**config.mk**
```make
export PLATFORM = sky130hd
export DESIGN_NAME = data_regen_multi_flat
export DESIGN_NICKNAME = d
export VERILOG_FILES = /design/src/rtl/data_regen_multi_if.sv /design/src/rtl/data_regen_multi.sv /design/src/flat_wrapper.sv
export SDC_FILE = /design/constraint.sdc
export NUM_CORES = 1
export LEC_CHECK = 0
export CAP_MARGIN = 20
export CORE_ASPECT_RATIO = 0.5
export CORE_UTILIZATION = 45
export DETAILED_ROUTE_END_ITERATION = 10
export MAX_ROUTING_LAYER = met4
export PLACE_DENSITY = 0.7
export SYNTH_ARGS = -nofsm -noshare
export SYNTH_HDL_FRONTEND = slang
export SYNTH_SLANG_ARGS = --single-unit
export TNS_END_PERCENT = 30
```
**constraint.sdc**
```tcl
create_clock -name DivClk -period 2.3 [get_ports DivClk]
set_input_delay 0.46 -clock DivClk [delete_from_list [all_inputs] [get_ports DivClk]]
set_output_delay 0.46 -clock DivClk [all_outputs]
set_load 0.01 [all_outputs]
```
**src/rtl/data_regen_multi_if.sv**
```systemverilog
// Bus bundle for the multi-lane sample reassembler.
// Handshake: DataValid is a one-cycle strobe with no backpressure (there is
// no ready); the consumer must take DataVector on every cycle DataValid=1.
// FrameVector/RawData are accepted unconditionally on every DivClk edge.
interface data_regen_multi_if #(
  parameter int SERDES_W = 8,
  parameter int NUM_CH   = 1,
  parameter int OUT_W    = 16,
  parameter int ERRCNT_W = 16
);
  logic [SERDES_W-1:0]        FrameVector;
  logic [NUM_CH*SERDES_W-1:0] RawData;
  logic [NUM_CH*OUT_W-1:0]    DataVector;
  logic                       DataValid;
  logic                       Locked;
  logic                       FrameErr;
  logic [ERRCNT_W-1:0]        ErrCnt;
  logic                       dbg_state;   // frame tracker state: 0 seek, 1 track

  modport master (
    output FrameVector, RawData,
    input  DataVector, DataValid, Locked, FrameErr, ErrCnt, dbg_state
  );

  modport slave (
    input  FrameVector, RawData,
    output DataVector, DataValid, Locked, FrameErr, ErrCnt, dbg_state
  );
endinterface

```
**src/rtl/data_regen_multi.sv**
```systemverilog
// Multi-lane sample reassembler: finds sample starts from frame-lane rising
// edges in the oldest of three buffered words, rebuilds SAMPLE_W-bit samples
// (first serial bit = MSB) and packs them into OUT_W-bit channel words.
// Tracks frame spacing for lock, flags framing errors and counts them.
module data_regen_multi #(
  parameter int SERDES_W = 8,
  parameter int SAMPLE_W = 12,
  parameter int OUT_W    = 16,
  parameter int NUM_CH   = 1,
  parameter int JUSTIFY  = 0,
  parameter int LOCK_CNT = 4,
  parameter int ERRCNT_W = 16
) (
  input logic          DivClk,
  input logic          Rst_n,
  data_regen_multi_if.slave bus
);
  localparam int POS_W = (SERDES_W > 1) ? $clog2(SERDES_W) : 1;
  localparam int GAP_W = $clog2(2 * SERDES_W);
  localparam int LCK_W = $clog2(LOCK_CNT + 1);
  localparam int CAT_W = 3 * SERDES_W;
  localparam int DAT_W = NUM_CH * SERDES_W;

  typedef enum logic {S_SEEK, S_TRACK} track_t;

  // word history: index 0 newest, 2 oldest (evaluated)
  logic [SERDES_W-1:0] f0, f1, f2;
  logic                f_prev;      // serial bit just before f2[0]
  logic [DAT_W-1:0]    d0, d1, d2;

  track_t             state, state_n;
  logic [GAP_W-1:0]   gap, gap_n;   // required edge index relative to f2[0]
  logic [LCK_W-1:0]   lock_cnt, lock_n;

  logic [SERDES_W-1:0] edge_vec;
  logic                edge_found;
  logic [POS_W-1:0]    edge_pos;
  logic                err;
  logic                locked_n;
  logic                valid_n;
  logic [NUM_CH*OUT_W-1:0] vec_n;

  // shift the frame and data words through the three-deep history
  always_ff @(posedge DivClk) begin
    if (!Rst_n) begin
      f0 <= '0; f1 <= '0; f2 <= '0; f_prev <= 1'b0;
      d0 <= '0; d1 <= '0; d2 <= '0;
    end else begin
      f0 <= bus.FrameVector;
      f1 <= f0;
      f2 <= f1;
      f_prev <= f2[SERDES_W-1];
      d0 <= bus.RawData;
      d1 <= d0;
      d2 <= d1;
    end
  end

  // rising edge = bit set while its serial predecessor is clear
  assign edge_vec = f2 & ~{f2[SERDES_W-2:0], f_prev};

  // locate the (single) edge position within the oldest word
  always_comb begin
    edge_found = 1'b0;
    edge_pos   = '0;
    for (int i = 0; i < SERDES_W; i++) begin
      if (edge_vec[i] && !edge_found) begin
        edge_found = 1'b1;
        edge_pos   = POS_W'(i);
      end
    end
  end

  // tracker state register
  always_ff @(posedge DivClk) begin
    if (!Rst_n) begin
      state    <= S_SEEK;
      gap      <= '0;
      lock_cnt <= '0;
    end else begin
      state    <= state_n;
      gap      <= gap_n;
      lock_cnt <= lock_n;
    end
  end

  // tracker next state: reference, spacing check, missing-edge detection
  always_comb begin
    state_n = state;
    gap_n   = gap;
    lock_n  = lock_cnt;
    err     = 1'b0;
    case (state)
      S_SEEK: begin
        if (edge_found) begin
          state_n = S_TRACK;
          lock_n  = LCK_W'(1);
          gap_n   = GAP_W'(edge_pos) + GAP_W'(SAMPLE_W - SERDES_W);
        end
      end
      S_TRACK: begin
        if (edge_found) begin
          gap_n = GAP_W'(edge_pos) + GAP_W'(SAMPLE_W - SERDES_W);
          if (GAP_W'(edge_pos) == gap) begin
            if (lock_cnt != LCK_W'(LOCK_CNT)) lock_n = lock_cnt + LCK_W'(1);
          end else begin
            err    = 1'b1;
            lock_n = LCK_W'(1);
          end
        end else if (gap < GAP_W'(SERDES_W)) begin
          err     = 1'b1;
          lock_n  = '0;
          state_n = S_SEEK;
        end else begin
          gap_n = gap - GAP_W'(SERDES_W);
        end
      end
      default: state_n = S_SEEK;
    endcase
  end

  assign locked_n = !err && (lock_n == LCK_W'(LOCK_CNT));
  assign valid_n  = edge_found && locked_n;

  // per-channel extraction: earliest serial bit becomes the sample MSB
  for (genvar g = 0; g < NUM_CH; g++) begin : g_ch
    logic [CAT_W-1:0]    cat;
    logic [SAMPLE_W-1:0] shifted;
    logic [OUT_W-1:0]    packed_word;

    assign cat     = {d0[g*SERDES_W +: SERDES_W], d1[g*SERDES_W +: SERDES_W],
                      d2[g*SERDES_W +: SERDES_W]};
    assign shifted = SAMPLE_W'(cat >> edge_pos);

    // bit-reverse into the justified position, unused bits zero
    always_comb begin
      packed_word = '0;
      for (int j = 0; j < SAMPLE_W; j++) begin
        if (JUSTIFY == 0) packed_word[OUT_W-1-j]    = shifted[j];
        else              packed_word[SAMPLE_W-1-j] = shifted[j];
      end
    end

    assign vec_n[g*OUT_W +: OUT_W] = packed_word;
  end

  // output stage: strobe, lock flag, error pulse and saturating counter
  always_ff @(posedge DivClk) begin
    if (!Rst_n) begin
      bus.DataVector <= '0;
      bus.DataValid  <= 1'b0;
      bus.Locked     <= 1'b0;
      bus.FrameErr   <= 1'b0;
      bus.ErrCnt     <= '0;
    end else begin
      bus.DataValid <= valid_n;
      bus.Locked    <= locked_n;
      bus.FrameErr  <= err;
      if (valid_n) bus.DataVector <= vec_n;
      if (err && (bus.ErrCnt != {ERRCNT_W{1'b1}})) bus.ErrCnt <= bus.ErrCnt + ERRCNT_W'(1);
    end
  end

  assign bus.dbg_state = (state == S_TRACK);
endmodule
```
**src/flat_wrapper.sv**
```systemverilog
// flat-port wrapper written by rule: the top's interface ports become plain ports
module data_regen_multi_flat 
#(
  parameter int SERDES_W = 8,
  parameter int SAMPLE_W = 12,
  parameter int OUT_W    = 16,
  parameter int NUM_CH   = 1,
  parameter int JUSTIFY  = 0,
  parameter int LOCK_CNT = 4,
  parameter int ERRCNT_W = 16
)
  (DivClk, Rst_n, bus_FrameVector, bus_RawData, bus_DataVector, bus_DataValid, bus_Locked, bus_FrameErr, bus_ErrCnt, bus_dbg_state);
  data_regen_multi_if #(.SERDES_W(SERDES_W), .NUM_CH(NUM_CH), .OUT_W(OUT_W), .ERRCNT_W(ERRCNT_W)) bus_i ();
  input logic DivClk;
  input logic Rst_n;
  input wire logic [$bits(bus_i.FrameVector)-1:0] bus_FrameVector;
  input wire logic [$bits(bus_i.RawData)-1:0] bus_RawData;
  output wire logic [$bits(bus_i.DataVector)-1:0] bus_DataVector;
  output wire logic [$bits(bus_i.DataValid)-1:0] bus_DataValid;
  output wire logic [$bits(bus_i.Locked)-1:0] bus_Locked;
  output wire logic [$bits(bus_i.FrameErr)-1:0] bus_FrameErr;
  output wire logic [$bits(bus_i.ErrCnt)-1:0] bus_ErrCnt;
  output wire logic [$bits(bus_i.dbg_state)-1:0] bus_dbg_state;
  assign bus_i.FrameVector = bus_FrameVector;
  assign bus_i.RawData = bus_RawData;
  assign bus_DataVector = bus_i.DataVector;
  assign bus_DataValid = bus_i.DataValid;
  assign bus_Locked = bus_i.Locked;
  assign bus_FrameErr = bus_i.FrameErr;
  assign bus_ErrCnt = bus_i.ErrCnt;
  assign bus_dbg_state = bus_i.dbg_state;
  data_regen_multi #(.SERDES_W(SERDES_W), .SAMPLE_W(SAMPLE_W), .OUT_W(OUT_W), .NUM_CH(NUM_CH), .JUSTIFY(JUSTIFY), .LOCK_CNT(LOCK_CNT), .ERRCNT_W(ERRCNT_W)) u_core (.DivClk(DivClk), .Rst_n(Rst_n), .bus(bus_i));
endmodule
```
==> metrics <==
slowest stage delay, CP 400 ps; vias in the first global route 2826; total track usage 0.194; post-DP HPWL 5580 um; first-pass GRT wire length 13100 um; RSZ-0062 raised after global routing yes; Top-Level Pins 54; EDFF count, synth 0; Pleak 1.98 nW; FFs w/ async S/R, synth 0; slowest CP cell or3_4; library cells used by synthesis 54; commonest cells after routing, fill and taps aside dfxtp_1, and2_1, clkdlybuf4s50_1; antenna violations before repair 0; CTS clk-pin slew, worst paths 60 ps; overall power 3.57 mW; nets@finish 477; status finished with violations; Non-Filler Instances 572; worst-path cell chain nand2b_4 > and4_4 > a41oi_2 > or2_4 > or3_4 > a211oi_4 > and2_4 > buf_12 > mux2i_1; Primary FF master, synth dfxtp_1; H-tree Lvls 3; max-slew violation count 0; synthesized area 3850 um^2; iteration-0 DRC count of the detailed router 90; P&R area growth vs syn 33.8%; vias per cell 5.08; clk root buf clkbuf_16; Inserted Clock Buffers 9; TNS Setup -702 ps; register area share after synthesis 0.457; element type at the critical path end register; crit path launch type register; final setup fails 12; CP top delay family simple AND/OR/NAND/NOR gates; hold crit path type reg -> reg; share of layout cells above drive strength 1 0.213; clk_lat worst skew 330 ps; Post-Place Cell Area 4630 um^2; core area 8140 um^2; most common cell after layout, fill and taps aside dfxtp_1; clock period minus worst slack 2400 ps; critical path fanouts, max 12; Reg2Reg Depth 9; Die Width 133 um; Setup WS post-layout -103 ps; pin count of the biggest net entering global routing 68; number of diodes 0; DRT Pass-1 Iters 4; Final period util 1.04; Hold Violations, Final 0; synth warn 0; DRT Wirelength 8010 um; DRC errors left 0; hold buffer count at CTS 0; CP bufs+invs 1; Die Area 8960 um^2; DR WL/cell 14.0 um; violated checks setup timing; Power Dens Cells 692 nW/um^2; crit path kind reg -> reg; Yosys top cell area share 0.457; maximum buffer depth of the clock tree 2; DRT antenna net count 0; IO buf count 49; top cells by area, synth dfxtp_1, mux2i_1, and2_1; max frequency 416 MHz; Post-Layout Inst Area 5160 um^2; GRT Residual Overflow 0; Starting Density 0.473; Clock Sinks 88; total stage count of the critical path 9; flops & latches, synth 88; Layout fillers 679; maximum VDD drop 0.343 mV; Arr. time, crit path 2670 ps; dpl ws -168 ps; max_cap viols 0; Die Ht 67.4 um; clock skew 7.14 ps; TritonCTS clock tree done; WP data required 2560 ps; DR vias 2906; placed cells 556; Cells after Synth 387; syn_area_per_cell 9.96 um^2; Synth area leader dfxtp_1; cell count of the worst hold path 1; r2r setup slk -100 ps; Row Count 23; RePlAce Congestion 0.960
[layer usage]
metal / vias to the layer above / routed length (um) / track usage
li1: 1456 / - / -
met1: 1364 / 3680 / 0.223
met2: 76 / 3870 / 0.324
met3: 10 / 370 / 0.0578
met4: 0 / 89 / 0.0819
met5: - / 0 / -
[synth_stat cells (2+ instances only)]
library cell and instances:
nand4_1 3, nor3b_1 3, nand3_1 6, a211oi_1 2, dfxtp_1 88, inv_1 6, and4_1 2, xnor2_1 16
a41oi_2 3, or3_1 2, clkbuf_1 10, mux2i_1 40, nor3_1 11, and3_1 4, o21ai_0 2, nand3b_1 2
a21oi_1 13, ha_1 3, buf_4 6, nor2_1 25, a211oi_2 5, nor4_1 4, buf_2 4, nand2b_1 8
and2_1 53, nand2_1 28, mux2_2 7, nor2b_1 5
[cell type report]
| class | instances | area (um^2) | share of cell area |
|---|---|---|---|
| well taps | 112 | 140 | 0.0272 |
| clock buffers | 9 | 225 | 0.0437 |
| clock inverters | 6 | 92.6 | 0.0180 |
| flip-flops and latches | 88 | 1780 | 0.345 |
| multi-input cells | 274 | 2160 | 0.419 |
| repair buffers | 76 | 734 | 0.142 |
| inverters | 7 | 26.3 | 0.00510 |
[stage by stage]
stage	utilization	hold slack [ps]
6_report	0.633	433
3_5_place_dp	0.569	421
3_3_place_gp	0.569	417
5_1_grt	0.633	451
2_1_floorplan	-	412
4_1_cts	0.621	434
[state kept, by name, indices dropped and copies added, names as in the netlist, 3 cells and up]
signal / cells
u_core.d2: 8
u_core.bus.DataVector: 12
u_core.d1: 8
u_core.d0: 8
u_core.f1: 8
u_core.gap: 4
u_core.bus.ErrCnt: 16
u_core.f0: 8
u_core.f2: 8
u_core.lock_cnt: 3
[cell families after synthesis]
family | synth area share
fa+ha+maj | 0.00974
mux | 0.124
compound gates | 0.0912
other cells | 0.000973
buf+inv | 0.0386
simple gates | 0.238
flops | 0.457
xor+xnor | 0.0406
[power breakdown]
part	switching (mW)	internal (mW)
logic	0.201	0.204
registers	0.0390	1.57
clock network	0.602	0.953
total	0.842	2.73
[path summary, 6_finish.rpt]
| kind | startpoint | end |
|---|---|---|
| setup reg to reg | u_core.f_prev | u_core.bus.DataVector[6] |
| setup / recovery | u_core.f_prev | u_core.bus.DataVector[6] |
| hold / removal | u_core.f1[5] | u_core.f2[5] |
| hold reg to reg | u_core.f1[5] | u_core.f2[5] |
[repair_timing]
item | in CTS | in global routing
endpoints found under the setup margin | 18 | 29
pin swaps | 2 | 4
gates resized for setup | 18 | 18
setup buffers | 1 | 0
(Power assumes the default switching activity.)
